### src/rtl/operand_accum_datapath_pkg.sv
// rtl/operand_accum_datapath_pkg.sv - shared state encoding and result-width helper
package operand_accum_datapath_pkg;

  typedef enum logic [1:0] {
    IDLE  = 2'd0,
    ACCUM = 2'd1,
    DONE  = 2'd2
  } state_t;

  // One extra bit beyond the worst-case magnitude gives room for the sign.
  function automatic int result_width(input int width, input int nreg);
    return width + $clog2(nreg + 1) + 1;
  endfunction

endpackage

### src/rtl/operand_accum_datapath_if.sv
// rtl/operand_accum_datapath_if.sv - operand/command and result bundle
interface operand_accum_datapath_if #(
  parameter int WIDTH = 4,
  parameter int NREG  = 3,
  parameter int RW    = operand_accum_datapath_pkg::result_width(WIDTH, NREG)
) ();

  logic [WIDTH-1:0] d_in;
  logic [NREG-1:0]  capture;
  logic             start;
  logic [NREG:0]    sub_mask;
  logic             busy;
  logic             result_valid;
  logic [RW-1:0]    result;

  modport master (
    output d_in, capture, start, sub_mask,
    input  busy, result_valid, result
  );

  modport slave (
    input  d_in, capture, start, sub_mask,
    output busy, result_valid, result
  );

endinterface

### src/rtl/operand_accum_datapath_operand_reg.sv
// rtl/operand_accum_datapath_operand_reg.sv - load-enabled operand register
module operand_reg #(
  parameter int WIDTH = 4
) (
  input  logic             clock,
  input  logic             rst,
  input  logic             load,
  input  logic [WIDTH-1:0] d,
  output logic [WIDTH-1:0] q
);

  always_ff @(posedge clock) begin
    if (rst) begin
      q <= '0;
    end else if (load) begin
      q <= d;
    end
  end

endmodule

### src/rtl/operand_accum_datapath.sv
// rtl/operand_accum_datapath.sv - serial signed add/subtract of captured operands plus live d_in
module operand_accum_datapath
  import operand_accum_datapath_pkg::*;
#(
  parameter int WIDTH = 4,
  parameter int NREG  = 3
) (
  input logic                       clock,
  input logic                       rst,
  operand_accum_datapath_if.slave   bus
);

  localparam int RW = result_width(WIDTH, NREG);
  localparam int IW = (NREG > 1) ? $clog2(NREG) : 1;
  localparam logic [IW-1:0] LAST_IDX = IW'(NREG - 1);

  state_t                      state;
  logic signed [RW-1:0]        acc;
  logic [IW-1:0]               idx;
  logic [NREG-1:0]             snap_sub;
  logic [RW-1:0]               result_q;
  logic                        result_valid_q;
  logic [NREG-1:0][WIDTH-1:0]  r_q;
  logic [WIDTH-1:0]            cur_op;
  logic                        cur_sub;
  logic signed [RW-1:0]        op_ext;
  logic signed [RW-1:0]        d_ext;

  // Operand registers only accept captures while the datapath is idle.
  for (genvar i = 0; i < NREG; i++) begin : g_reg
    operand_reg #(.WIDTH(WIDTH)) u_operand_reg (
      .clock (clock),
      .rst   (rst),
      .load  ((state == IDLE) && bus.capture[i]),
      .d     (bus.d_in),
      .q     (r_q[i])
    );
  end

  always_comb begin
    cur_op  = '0;
    cur_sub = 1'b0;
    for (int i = 0; i < NREG; i++) begin
      if (idx == IW'(i)) begin
        cur_op  = r_q[i];
        cur_sub = snap_sub[i];
      end
    end
  end

  assign op_ext = {{(RW-WIDTH){1'b0}}, cur_op};
  assign d_ext  = {{(RW-WIDTH){1'b0}}, bus.d_in};

  always_ff @(posedge clock) begin
    if (rst) begin
      state          <= IDLE;
      acc            <= '0;
      idx            <= '0;
      snap_sub       <= '0;
      result_q       <= '0;
      result_valid_q <= 1'b0;
    end else begin
      result_valid_q <= 1'b0;
      case (state)
        IDLE: begin
          if (bus.start) begin
            acc      <= bus.sub_mask[NREG] ? -d_ext : d_ext;
            snap_sub <= bus.sub_mask[NREG-1:0];
            idx      <= '0;
            state    <= ACCUM;
          end
        end
        ACCUM: begin
          acc <= cur_sub ? (acc - op_ext) : (acc + op_ext);
          idx <= idx + 1'b1;
          if (idx == LAST_IDX) begin
            state <= DONE;
          end
        end
        DONE: begin
          result_q       <= acc;
          result_valid_q <= 1'b1;
          state          <= IDLE;
        end
        default: state <= IDLE;
      endcase
    end
  end

  assign bus.busy         = (state != IDLE);
  assign bus.result_valid = result_valid_q;
  assign bus.result       = result_q;

endmodule
### src/flat_wrapper.sv
// flat-port wrapper written by rule: the top's interface ports become plain ports
module operand_accum_datapath_flat import operand_accum_datapath_pkg::*;
#(
  parameter int WIDTH = 4,
  parameter int NREG  = 3
)
  (clock, rst, bus_d_in, bus_capture, bus_start, bus_sub_mask, bus_busy, bus_result_valid, bus_result);
  operand_accum_datapath_if #(.WIDTH(WIDTH), .NREG(NREG)) bus_i ();
  input logic clock;
  input logic rst;
  input wire logic [$bits(bus_i.d_in)-1:0] bus_d_in;
  input wire logic [$bits(bus_i.capture)-1:0] bus_capture;
  input wire logic [$bits(bus_i.start)-1:0] bus_start;
  input wire logic [$bits(bus_i.sub_mask)-1:0] bus_sub_mask;
  output wire logic [$bits(bus_i.busy)-1:0] bus_busy;
  output wire logic [$bits(bus_i.result_valid)-1:0] bus_result_valid;
  output wire logic [$bits(bus_i.result)-1:0] bus_result;
  assign bus_i.d_in = bus_d_in;
  assign bus_i.capture = bus_capture;
  assign bus_i.start = bus_start;
  assign bus_i.sub_mask = bus_sub_mask;
  assign bus_busy = bus_i.busy;
  assign bus_result_valid = bus_i.result_valid;
  assign bus_result = bus_i.result;
  operand_accum_datapath #(.WIDTH(WIDTH), .NREG(NREG)) u_core (.clock(clock), .rst(rst), .bus(bus_i));
endmodule
### config.mk
export PLATFORM = sky130hd
export DESIGN_NAME = operand_accum_datapath_flat
export DESIGN_NICKNAME = d
export VERILOG_FILES = /design/src/rtl/operand_accum_datapath_pkg.sv /design/src/rtl/operand_accum_datapath_if.sv /design/src/rtl/operand_accum_datapath_operand_reg.sv /design/src/rtl/operand_accum_datapath.sv /design/src/flat_wrapper.sv
export SDC_FILE = /design/constraint.sdc
export NUM_CORES = 1
export LEC_CHECK = 0
export ABC_AREA = 0
export CORE_UTILIZATION = 45
export DETAILED_ROUTE_END_ITERATION = 10
export PLACE_DENSITY_LB_ADDON = 0.2
export SLEW_MARGIN = 20
export SYNTH_ARGS = -nofsm -noshare
export SYNTH_HDL_FRONTEND = slang
export SYNTH_SLANG_ARGS = --single-unit
### constraint.sdc
create_clock -name clock -period 3.7 [get_ports clock]
set_clock_uncertainty 0.1 [all_clocks]
set_input_delay 0.555 -clock clock [delete_from_list [all_inputs] [get_ports clock]]
set_output_delay 0.555 -clock clock [all_outputs]
set_load 0.05 [all_outputs]
After elaboration in Yosys (flattened, before gate mapping) --
Cells that the tools add are included.
Cells by class: add/sub/neg operators 4, equality and inequality tests 6, mux-type cells 16, reductions and logical operators 10
Operator list (count):
- $mux 7 | 3
- $pmux 7 s2 | 1
- $mux 4 | 3
- $pmux 2 s2 | 2
- $add 7x5->7 | 1
- $neg 4->7 | 1
- $sub 7x5->7 | 1
- $mux 2 | 3
- $reduce_and 2->1 | 3
- $eq 2x1->1 const B | 2
- $eq 2x2->1 const B | 2
- $logic_not 2->1 | 2
- $mux 1 | 4
- $reduce_bool 2->1 | 2
- $logic_and 1x1->1 | 3
- $add 2x1->2 const B | 1
- $ne 2x1->1 const B | 1
- $ne 2x2->1 const B | 1
Word-level totals: bits in registers 34, output and inout bits 9, logic and storage cells 45

Logic depth before layout (Yosys ltp) --
depth in word-level cells 7, mapped depth 15, gate-level depth less buffers 14

By module --
A second synthesis with hierarchy kept.
Unflattened totals: cells, all modules 221, area, all modules 1926.8 µm²
By module, submodules not included:
- operand_accum_datapath | instances 1, cells each 182, area each 1506.4 µm²
- operand_reg | instances 3, cells each 13, area each 140.1 µm²

Worst setup path after synthesis --
Ideal clock, no wire load.
kind register to register, start register u_core.idx[1], end register u_core.acc[6], data arrival time 2855 ps, required time 3483 ps, setup slack 628 ps, stages on the path, launching flop included 15, path buffers 1, path through dfxtp_1 -> inv_1 -> ha_1 -> buf_2 -> nand3b_1 -> a31oi_2 -> inv_1 -> ha_1 -> a21oi_1 -> fa_1 -> a211o_1 -> a2111oi_2 -> nand3b_1 -> a211oi_1 -> nand2b_1
On the way: word-level cells in the longest chain between the ends 7, elaborated cells between the ends (all ways) 13, those cells by class add/sub (2); eq/ne (2); mux (8); reduce/logical (1)
RTL lines:
- start: declaration | line operand_accum_datapath.sv:19 | logic [IW-1:0] idx;
- start signal: assignment | line operand_accum_datapath.sv:75 | idx <= idx + 1'b1;
- $logic_not 2->1 | line operand_accum_datapath.sv:44 | if (idx == IW'(i)) begin
- $mux 4 (3 in series) | line operand_accum_datapath.sv:44
- $add 7x5->7 or $sub 7x5->7 (tied branches) | line operand_accum_datapath.sv:74 | acc <= cur_sub ? (acc - op_ext) : (acc + op_ext);
- $mux 7 * | line operand_accum_datapath.sv:74
- $pmux 7 s2 * | line operand_accum_datapath.sv:64 | case (state)
- end signal: assignment | line operand_accum_datapath.sv:67 | acc <= bus.sub_mask[NREG] ? -d_ext : d_ext;
- end signal: assignment | line operand_accum_datapath.sv:74
- end: declaration | line operand_accum_datapath.sv:18 | logic signed [RW-1:0] acc;
Every way passes the cells marked *; elsewhere a longest branch is shown, timed or not. A chain may end at the register's enable or synchronous reset.

Final worst setup path --
start register u_core.idx[0], end register u_core.acc[6]
Same word-level chain as after synthesis.

==> summary.md <==
| Metric | Value |
|---|---|
| Setup slack after layout | 0.423 ns |
| Critical Path End Type | register |
| Most frequent CP cell | inv_1 |
| Seq pwr share | a little over a third |
| Die H | 68.1 um |
| Synth Cell Area | 1970 um2 |
| Tightest Hold Check Type | register to register |
| Clock-pin slew on the worst setup and hold paths | 0.07 ns |
| DR vias/cell | 5.34 |
| Crit path largest cell delay | just under 0.5 ns |
| Place WS | 0.456 ns |
| Non-Filler Instances | 299 |
| Slowest CP cell | fa_1 |
| Register area share after synthesis | about a third |
| Ys Warns | 0 |
| CP Cell Sequence | inv_1 > ha_1 > inv_1 > a31oi_2 > inv_1 > ha_1 > a21oi_1 > fa_1 > a211o_1 > a2111oi_2 > nand3b_1 > a211oi_1 > nand2b_1 |
| MaxCap Viol Count | 0 |
| Type of origin of the critical path | register |
| Clock power share | a little over a third |
| Initial Util | between 40% and 50% |
| Cts repair resizes | 0 |
| Antenna diodes | 0 |
| WL/cell | ~14 um |
| Site row count | 23 |
| GR Util met1 | between 20% and 30% |
| First-pass GRT wire length | 6850 um |
| PortBufs | 22 |
| Synth unique cells | 43 |
| Residual DRC | 0 |
| VDD IR-drop max | between 0.0002 and 0.0003 V |
| P&R area growth vs syn | 17.7% |
| Cell count after placement | approximately 290 |
| Status | finished, final reports clean |
| CTS tree | yes |
| DR iter-0 viols | 77 |
| Vias in the first global route | about 1400 |
| Most frequent cells in the layout | nor2_1, dfxtp_1, a21oi_1, clkdlybuf4s50_1, mux2i_1 |
| Gate power share | between 20% and 30% |
| Total clock buffers created by CTS | 5 |
| Routed vias | approximately 1600 |
| GRT Util Overall | between 20% and 30% |
| Final Cycle Share | 88.6% |
| Pwr/cell area | between 500 and 600 nW/um2 |
| GR Overflow Total | 0 |
| Slew Viols, Final | 0 |
| RSZ-0062 raised after global routing | false |
| WP data arrival | around 3.4 ns |
| Setup CP Type | register to register |
| Die Span X | between 60 and 70 um |
| Fmax | roughly 310 MHz |
| Met3 Use GR | ~4.0% |
| Clock sinks | 34 |
| TritonRoute pass-1 iters | 4 |
| CTS Hold Bufs | 0 |
| Share of layout cells above drive strength 1 | around 7.2% |
| Sw Share | 30.0% |
| Relative slew margins | between 50% and 60% |
| Post-CTS Setup Repair Bufs | 0 |
| Core box area | ~4100 um2 |
| GR peak layer | met2 |
| Initial antenna violation count | 0 |
| Post-Syn Nets | approximately 260 |
| Synthesized flop and latch total | 34 |
| Post-DRT Antenna Nets | 0 |
| TNS Setup | 0 ns |
| Switch Pwr | approximately 0.00035 W |
| Most common cell after layout, fill and taps aside | nor2_1 |
| Routability cong. | 0.840 |
| CTS max path bufs | 2 |
| Final Setup Violations | 0 |
| Hpwl dp | ~3100 um |
| H-tree levels | 2 |
| Lkg Pwr | a little over 0.9 nW |
| Layout Nets | 274 |
| Clk Latency, worst-skew pair | just under 0.3 ns |
| Power Internal | roughly 0.00082 W |
| Largest net degree at the start of global routing | 20 |
| Final hold violation count | 0 |
| Tightest Pin Transition | about 0.64 ns |
| Die Area | between 4000 and 5000 um2 |
| Required @ worst endpoint | approximately 3.8 ns |
| Root Buffer | clkbuf_8 |
| Synthesized area per cell | around 8.5 um2 |
| Fin crit period | between 3 and 4 ns |
| IO Pins | 23 |
| Crit path max fanout | 10 |
| Cells after Synth | roughly 230 |
| Final WL | between 4000 and 5000 um |
| GR met2 Demand/Resource | between 20% and 30% |
-- path summary, 6_finish.rpt --
check	start	to	slack [ns]	depth (start not counted)
hold / removal	u_core.snap_sub[2]	u_core.snap_sub[2]	0.37	2
setup reg to reg	u_core.idx[0]	u_core.acc[6]	0.42	13
hold reg to reg	u_core.snap_sub[2]	u_core.snap_sub[2]	0.37	2
setup / recovery	u_core.idx[0]	u_core.acc[6]	0.42	13
-- cell usage after synthesis, drive strengths merged --
cell type / n / area (um2)
dfxtp: 34 / 681
a211o: 1 / 8.76
a31oi: 4 / 31.3
mux2i: 18 / 180
nand2: 8 / 30.0
nor2: 40 / 153
xor2: 3 / 26.3
xnor2: 3 / 26.3
nand2b: 4 / 25.0
a2bb2oi: 1 / 8.76
buf: 8 / 46.3
nor2b: 7 / 43.8
nand3: 4 / 20.0
a21boi: 1 / 7.51
ha: 11 / 138
a22oi: 1 / 7.51
or3b: 1 / 8.76
clkbuf: 7 / 40.0
o211ai: 1 / 7.51
a2111oi: 2 / 30.0
a21o: 1 / 8.76
inv: 14 / 52.6
o21a: 1 / 7.51
a21oi: 22 / 110
fa: 1 / 20.0
a221oi: 3 / 26.3
and2b: 1 / 8.76
nand3b: 8 / 60.1
o31ai: 2 / 15.0
a22o: 1 / 10.0
o21ai: 1 / 5.00
a31o: 1 / 8.76
nor3b: 2 / 15.0
and2: 3 / 18.8
nor4: 1 / 6.26
nor3: 3 / 15.0
a211oi: 7 / 52.6
o21bai: 1 / 7.51
-- power groups by stage --
stage	sequential, W	combinational [W]	clock, W
final	0.000416	0.000350	0.000409
after global routing	0.000419	0.000393	0.000432
after floorplan	0.000414	0.000280	0
after global placement	0.000423	0.000342	0
after detailed placement	0.000424	0.000343	0
after CTS	0.000415	0.000348	0.000418
-- cells by family (layout without fill, tap and decap cells) --
kind of cell | count (synthesis) | after routing | share of synthesized area, %
flops | 34 | 34 | 34.6
xor+xnor | 6 | 6 | 2.67
compound gates | 51 | 51 | 17.9
buf+inv | 29 | 46 | 7.06
fa+ha+maj | 12 | 12 | 8.02
simple gates | 82 | 82 | 20.5
mux | 18 | 18 | 9.16
-- cell type report --
| cell class | count | area, um2 |
|---|---|---|
| multi-input combinational | 169 | 1150 |
| timing repair buffer | 24 | 235 |
| clock inverter | 3 | 68.8 |
| tap | 50 | 62.6 |
| clock buffer | 5 | 68.8 |
| sequential | 34 | 681 |
| inverter | 14 | 52.6 |
| fill | 414 | 1770 |
-- state kept, by name, summed over array words and instances (netlist names) --
name and cells:
u_core.state 2, u_core.bus.result 7, u_core.idx 2, u_core.acc 7, u_core.bus.result_valid 1, u_core.snap_sub 3
u_core.g.u_operand_reg.q 12
-- routing by layer --
metal  wire [um]  part of all wire [%]
met2        1740                    43
met1        2130                    52
met4          74                   1.8
met5           0                     0
met3         132                   3.2
-- through the flow --
stage | area, um2 | hold slack (ns) | utilization, % | power, W
floorplan | 1970 | 0.332 | - | 0.000694
global placement | 2180 | 0.355 | 53.3 | 0.000766
detailed placement | 2180 | 0.357 | 53.3 | 0.000766
CTS | 2320 | 0.372 | 56.7 | 0.00118
global route | 2320 | 0.391 | 56.7 | 0.00124
finish | 2320 | 0.365 | 56.7 | 0.00117
-- critical path, delay by kind of cell, from the launching register on --
kind / cells / cell delay [ns]
buffers and inverters: 3 / 0.34
DFF: 1 / 0.31
and+or+nand+nor: 2 / 0.30
adders and majority gates: 3 / 1.12
AOI/OAI and AO/OA: 5 / 1.00
Note: power is estimated with default switching activity, not from simulation.
